## src/rtl/adc_ser_pkg.sv

```systemverilog
// adc_ser_pkg: shared constants, beat type and FSM states for the ADC channel serializer
package adc_ser_pkg;
  localparam int NUM_CH = 8;
  localparam int CH_W = 3;
  localparam int DROP_CNT_W = 16;
  localparam int DATA_W = 24;
  typedef logic [NUM_CH-1:0][DATA_W-1:0] beat_t;
  typedef enum logic {IDLE, SEND} state_t;
endpackage

```

## src/rtl/adc_beat_fifo.sv

```systemverilog
// adc_beat_fifo: synchronous beat FIFO with registered storage; push+pop while full is legal
module adc_beat_fifo
  import adc_ser_pkg::*;
#(
  parameter int DEPTH = 8,
  parameter type T = beat_t
) (
  input  logic clk,
  input  logic rst,
  input  logic clr,
  input  logic push,
  input  logic pop,
  input  T     wr_data,
  output T     rd_data,
  output logic full,
  output logic empty
);
  localparam int AW = $clog2(DEPTH);
  T mem_q [DEPTH];
  logic [AW:0] wr_q, wr_d, rd_q, rd_d;
  always_comb begin
    wr_d = clr ? '0 : wr_q + (AW+1)'(push);
    rd_d = clr ? '0 : rd_q + (AW+1)'(pop);
  end
  always_ff @(posedge clk or posedge rst) begin
    if (rst) begin
      wr_q <= '0;
      rd_q <= '0;
    end else begin
      wr_q <= wr_d;
      rd_q <= rd_d;
    end
  end
  always_ff @(posedge clk) begin
    if (push && !clr) mem_q[wr_q[AW-1:0]] <= wr_data;
  end
  assign rd_data = mem_q[rd_q[AW-1:0]];
  assign empty = wr_q == rd_q;
  assign full = (wr_q[AW] != rd_q[AW]) && (wr_q[AW-1:0] == rd_q[AW-1:0]);
endmodule

```

## src/rtl/adc_channel_serializer.sv

```systemverilog
// adc_channel_serializer: buffers 8-channel beats and emits them as a channel-interleaved stream
// with frame marker; define ADC_SER_DROP_CNT_EN to add the saturating drop_cnt port.
module adc_channel_serializer
  import adc_ser_pkg::*;
#(
  parameter int DATA_WIDTH = 24,
  parameter int FRAME_LEN = 512,
  parameter int FIFO_DEPTH = 8
) (
  input  logic                  clk,
  input  logic                  rst,
  input  logic                  clr,
  input  logic                  in_valid,
  input  logic [DATA_WIDTH-1:0] sd_0,
  input  logic [DATA_WIDTH-1:0] sd_1,
  input  logic [DATA_WIDTH-1:0] sd_2,
  input  logic [DATA_WIDTH-1:0] sd_3,
  input  logic [DATA_WIDTH-1:0] sd_4,
  input  logic [DATA_WIDTH-1:0] sd_5,
  input  logic [DATA_WIDTH-1:0] sd_6,
  input  logic [DATA_WIDTH-1:0] sd_7,
  output logic [DATA_WIDTH-1:0] m_data,
  output logic [CH_W-1:0]       m_chan,
  output logic                  m_valid,
  input  logic                  m_ready,
  output logic                  m_last,
  output logic                  overflow
`ifdef ADC_SER_DROP_CNT_EN
  ,
  output logic [DROP_CNT_W-1:0] drop_cnt
`endif
);
  localparam int SW = $clog2(FRAME_LEN);
  localparam logic [CH_W-1:0] LAST_CH = CH_W'(NUM_CH - 1);
  typedef logic [NUM_CH-1:0][DATA_WIDTH-1:0] hold_t;
  hold_t in_beat, fifo_out, hold_q, hold_d;
  state_t state_q, state_d;
  logic [CH_W-1:0] ch_q, ch_d, m_chan_q, m_chan_d;
  logic [SW-1:0] samp_q, samp_d;
  logic [DATA_WIDTH-1:0] m_data_q, m_data_d;
  logic m_valid_q, m_valid_d, m_last_q, m_last_d, overflow_q, overflow_d;
  logic full, empty, push, pop, drop, hs;
  assign in_beat = {sd_7, sd_6, sd_5, sd_4, sd_3, sd_2, sd_1, sd_0};
  adc_beat_fifo #(.DEPTH(FIFO_DEPTH), .T(hold_t)) u_fifo (
    .clk(clk), .rst(rst), .clr(clr), .push(push), .pop(pop),
    .wr_data(in_beat), .rd_data(fifo_out), .full(full), .empty(empty)
  );
  // A pop on the ch7 handshake frees a slot, so a push into a full FIFO is accepted then.
  always_comb begin
    hs = state_q == SEND && m_ready;
    pop = !clr && !empty && (state_q == IDLE || (hs && ch_q == LAST_CH));
    push = !clr && in_valid && (!full || pop);
    drop = !clr && in_valid && full && !pop;
    state_d = state_q;
    ch_d = ch_q;
    samp_d = samp_q;
    hold_d = pop ? fifo_out : hold_q;
    if (clr) begin
      state_d = IDLE;
      ch_d = '0;
      samp_d = '0;
    end else if (state_q == IDLE) begin
      state_d = pop ? SEND : IDLE;
      ch_d = '0;
    end else if (hs) begin
      ch_d = ch_q == LAST_CH ? '0 : ch_q + CH_W'(1);
      samp_d = ch_q == LAST_CH ? samp_q + SW'(1) : samp_q;
      state_d = (ch_q != LAST_CH || pop) ? SEND : IDLE;
    end
    overflow_d = clr ? 1'b0 : overflow_q | drop;
    m_valid_d = state_d == SEND;
    m_chan_d = ch_d;
    m_data_d = hold_d[ch_d];
    m_last_d = m_valid_d && ch_d == LAST_CH && samp_d == SW'(FRAME_LEN - 1);
  end
`ifdef ADC_SER_DROP_CNT_EN
  logic [DROP_CNT_W-1:0] drop_cnt_q, drop_cnt_d;
  always_comb drop_cnt_d = clr ? '0 : (drop && drop_cnt_q != '1) ? drop_cnt_q + DROP_CNT_W'(1) : drop_cnt_q;
  always_ff @(posedge clk or posedge rst) begin
    if (rst) drop_cnt_q <= '0;
    else drop_cnt_q <= drop_cnt_d;
  end
  assign drop_cnt = drop_cnt_q;
`endif
  always_ff @(posedge clk or posedge rst) begin
    if (rst) begin
      state_q <= IDLE;
      ch_q <= '0;
      samp_q <= '0;
      hold_q <= '0;
      m_data_q <= '0;
      m_chan_q <= '0;
      m_valid_q <= 1'b0;
      m_last_q <= 1'b0;
      overflow_q <= 1'b0;
    end else begin
      state_q <= state_d;
      ch_q <= ch_d;
      samp_q <= samp_d;
      hold_q <= hold_d;
      m_data_q <= m_data_d;
      m_chan_q <= m_chan_d;
      m_valid_q <= m_valid_d;
      m_last_q <= m_last_d;
      overflow_q <= overflow_d;
    end
  end
  assign m_data = m_data_q;
  assign m_chan = m_chan_q;
  assign m_valid = m_valid_q;
  assign m_last = m_last_q;
  assign overflow = overflow_q;
endmodule

```

## config.mk

```make
export PLATFORM = sky130hd
export DESIGN_NAME = adc_channel_serializer
export DESIGN_NICKNAME = d
export VERILOG_FILES = /design/src/rtl/adc_ser_pkg.sv /design/src/rtl/adc_beat_fifo.sv /design/src/rtl/adc_channel_serializer.sv
export SDC_FILE = /design/constraint.sdc
export NUM_CORES = 2
export LEC_CHECK = 0
export BUFFER_PORTS_ARGS = -buffer_cell sky130_fd_sc_hd__clkbuf_2
export CORE_MARGIN = 4
export CORE_UTILIZATION = 60
export DETAILED_ROUTE_END_ITERATION = 16
export PLACE_DENSITY = 0.77
export SLEW_MARGIN = 20
export SYNTH_ARGS = -nofsm -noshare
export SYNTH_HDL_FRONTEND = slang
export SYNTH_SLANG_ARGS = --single-unit
```

## constraint.sdc

```tcl
create_clock -name clk -period 21.1 [get_ports clk]
set_clock_uncertainty 0.15 [all_clocks]
set_input_delay 1.055 -clock clk [delete_from_list [all_inputs] [get_ports clk]]
set_output_delay 1.055 -clock clk [all_outputs]
set_load 0.1 [all_outputs]
```

==> flow_metrics.tcl <==
set metrics [dict create \
    status "finished clean" \
    drive_above_1_share 0.255 \
    post_cts_buffers 0 \
    min-delay-path-class "input pin to async pin" \
    die_h_um 346 \
    area_delta_synth_final_pct 12.5 \
    yosysTopAreaCell "edfxtp_1" \
    drt-initial-drc-count 3765 \
    hpwlAfterDp_um 87200 \
    clk_latency_ns 0.77 \
    cp-startpoint "u_fifo.rd_q[0]" \
    maxSlewViolCount 0 \
    die_w_um 346 \
    drv_cap 0 \
    first_global_vias 34700 \
    syn_area_um2 68400 \
    core_area_um2 113000 \
    finalHoldViolations 0 \
    required_ns 21.55 \
    ios 227 \
    power.density_nw_per_um2 109 \
    place_area_um2 71000 \
    finalSetupViolations 0 \
    worst-path-max-fanout 42 \
    synthArstFlopShare 0.135 \
    yosys_warnings 0 \
    synth_edf_count 1536 \
    track_usage 0.262 \
    drcViolationCount 0 \
    cts_tree "yes" \
    ys.flop_type "edfxtp_1" \
    grt_max_degree 125 \
    antenna_found_initial 25 \
    cts_root_buffer "clkbuf_16" \
    total_power_mw 8.36 \
    synth_area_per_cell_um2 20.2 \
    yosys-top-cells-area "edfxtp_1, mux4_2, dfrtp_1" \
    reg2reg_to "hold_q[170]" \
    rsz0062_at_grt "false" \
    htree_levels 4 \
    period_share 0.251 \
    fmax_ghz 0.189 \
    cts_sinks 1775 \
    start_util 0.607 \
    layout.nets 3849 \
    cts-resized-gates 0 \
    fin_setup_tns_ns 0 \
    totalWireLength_um 155000 \
    rrSetupSlack_ns 15.81 \
    synthCells 3388 \
    stdcell_area_um2 77000 \
    fin_hold_ws_ns 0.329 \
    gp_congestion 0.808 \
    overflow 0 \
    end_kind "flop" \
    clockBufferDepth 3 \
    worst_pin_slew_ns 1.17 \
    syn_nets 3592 \
    reg2regPathDepth 7 \
    io_buffer_count 226 \
    startpoint_type "flop" \
    ant_nets 0 \
    grt_pass1_wl_um 232000 \
    ys_ff_latch 1775 \
    r2r_start "u_fifo.rd_q[0]" \
    synth_cell_types 44 \
    min_period_ns 5.29 \
    drt-vias-per-instance 6.39 \
    die-area_um2 120000 \
    drt_pre_antenna_iters 6 \
    mostFrequentLayoutCells "edfxtp_1, mux4_2, nand2_1" \
    slew_headroom 0.218 \
    vias 33900 \
    critPathKind "flop to flop" \
    static-leakage-power_nw 25.0 \
    ctsHoldBuffers 0 \
    cts_buffers 174 \
    synth-seq-area-share 0.762 \
    rows 123 \
    irDropWorstVdd_v 0.000126 \
    cp.arrival_ns 5.74 \
    yosys.area.top_type_share 0.674 \
    wl_per_cell_um 29.3 \
    clk_pin_slew_ns 0.06 \
    final_common_cell "edfxtp_1" \
]
-- sequential cells by signal, indices dropped and copies added, names as in the netlist, 3 cells and up --
name	cells
u_fifo.mem_q	1536
hold_q	192
m_data	24
samp_q	9
u_fifo.rd_q	4
u_fifo.wr_q	4
m_chan	3
-- cell usage after synthesis, types with 28 or more instances --
library cell / count
mux4_2: 384
nor3_1: 28
o21ai_0: 189
dfrtp_1: 239
nand4_1: 121
mux2i_1: 238
clkbuf_1: 80
a32o_1: 48
buf_2: 69
nand2_1: 297
buf_4: 45
edfxtp_1: 1536
-- critical path: stages (launching register included) --
cell and delay [ns]:
dfrtp_4 0.90, buf_4 0.75, buf_4 0.75, buf_4 0.80
buf_4 0.73, mux4_2 0.62, mux2i_1 0.15, o21ai_0 0.10
-- worst max path at each step --
stage / to / slack (ns) / cells past startpoint
final: hold_q[170] / 15.81 / 7
after global routing: hold_q[170] / 15.18 / 7
after CTS: hold_q[170] / 15.56 / 7
after detailed placement: hold_q[180] / 15.59 / 7
after global placement: hold_q[181] / 15.68 / 7
after floorplan: u_fifo.mem_q[0][0] / 4.75 / 8
-- logic make-up (layout without fill, tap and decap cells) --
logic type / after synthesis / count (layout) / synth area share
xor+xnor: 15 / 15 / 0.00192
other cells: 0 / 17 / 0
fa+ha+maj: 7 / 7 / 0.00128
mux: 627 / 627 / 0.162
buf+inv: 213 / 618 / 0.0159
compound gates: 254 / 254 / 0.0232
flops: 1775 / 1775 / 0.762
simple gates: 497 / 497 / 0.0339
-- power by group --
group / total (mW) / switching, mW / internal, mW
logic: 0.954 / 0.619 / 0.335
registers: 4.23 / 0.180 / 4.05
clock network: 3.18 / 1.29 / 1.88
total: 8.36 / 2.09 / 6.27
-- cell type report --
class | instances | area [um^2]
Sequential cell | 1775 | 52100
Fill cell | 6833 | 35800
Multi-Input combinational cell | 1400 | 15300
Clock buffer | 229 | 4820
Tap cell | 1500 | 1880
Timing Repair Buffer | 288 | 1670
Clock inverter | 95 | 1140
Antenna cell | 17 | 42.5
Inverter | 6 | 32.5
-- per-stage QoR --
stage | utilization | cells | setup WS [ns]
2_1_floorplan | - | 3388 | 4.75
5_1_grt | 0.682 | 5302 | 15.18
6_report | 0.683 | 5310 | 15.81
3_3_place_gp | 0.629 | 4969 | 15.68
3_5_place_dp | 0.629 | 4969 | 15.59
4_1_cts | 0.682 | 5293 | 15.56
-- per-layer routing --
layer | track usage | vias to the layer above | share of wire
li1 | - | 14400 | -
met1 | 0.352 | 17900 | 0.38
met2 | 0.436 | 1434 | 0.52
met3 | 0.0548 | 273 | 0.073
met4 | 0.0877 | 16 | 0.032
met5 | 0 | - | 0.00066
No activity file was read; power rests on OpenSTA's default activity.
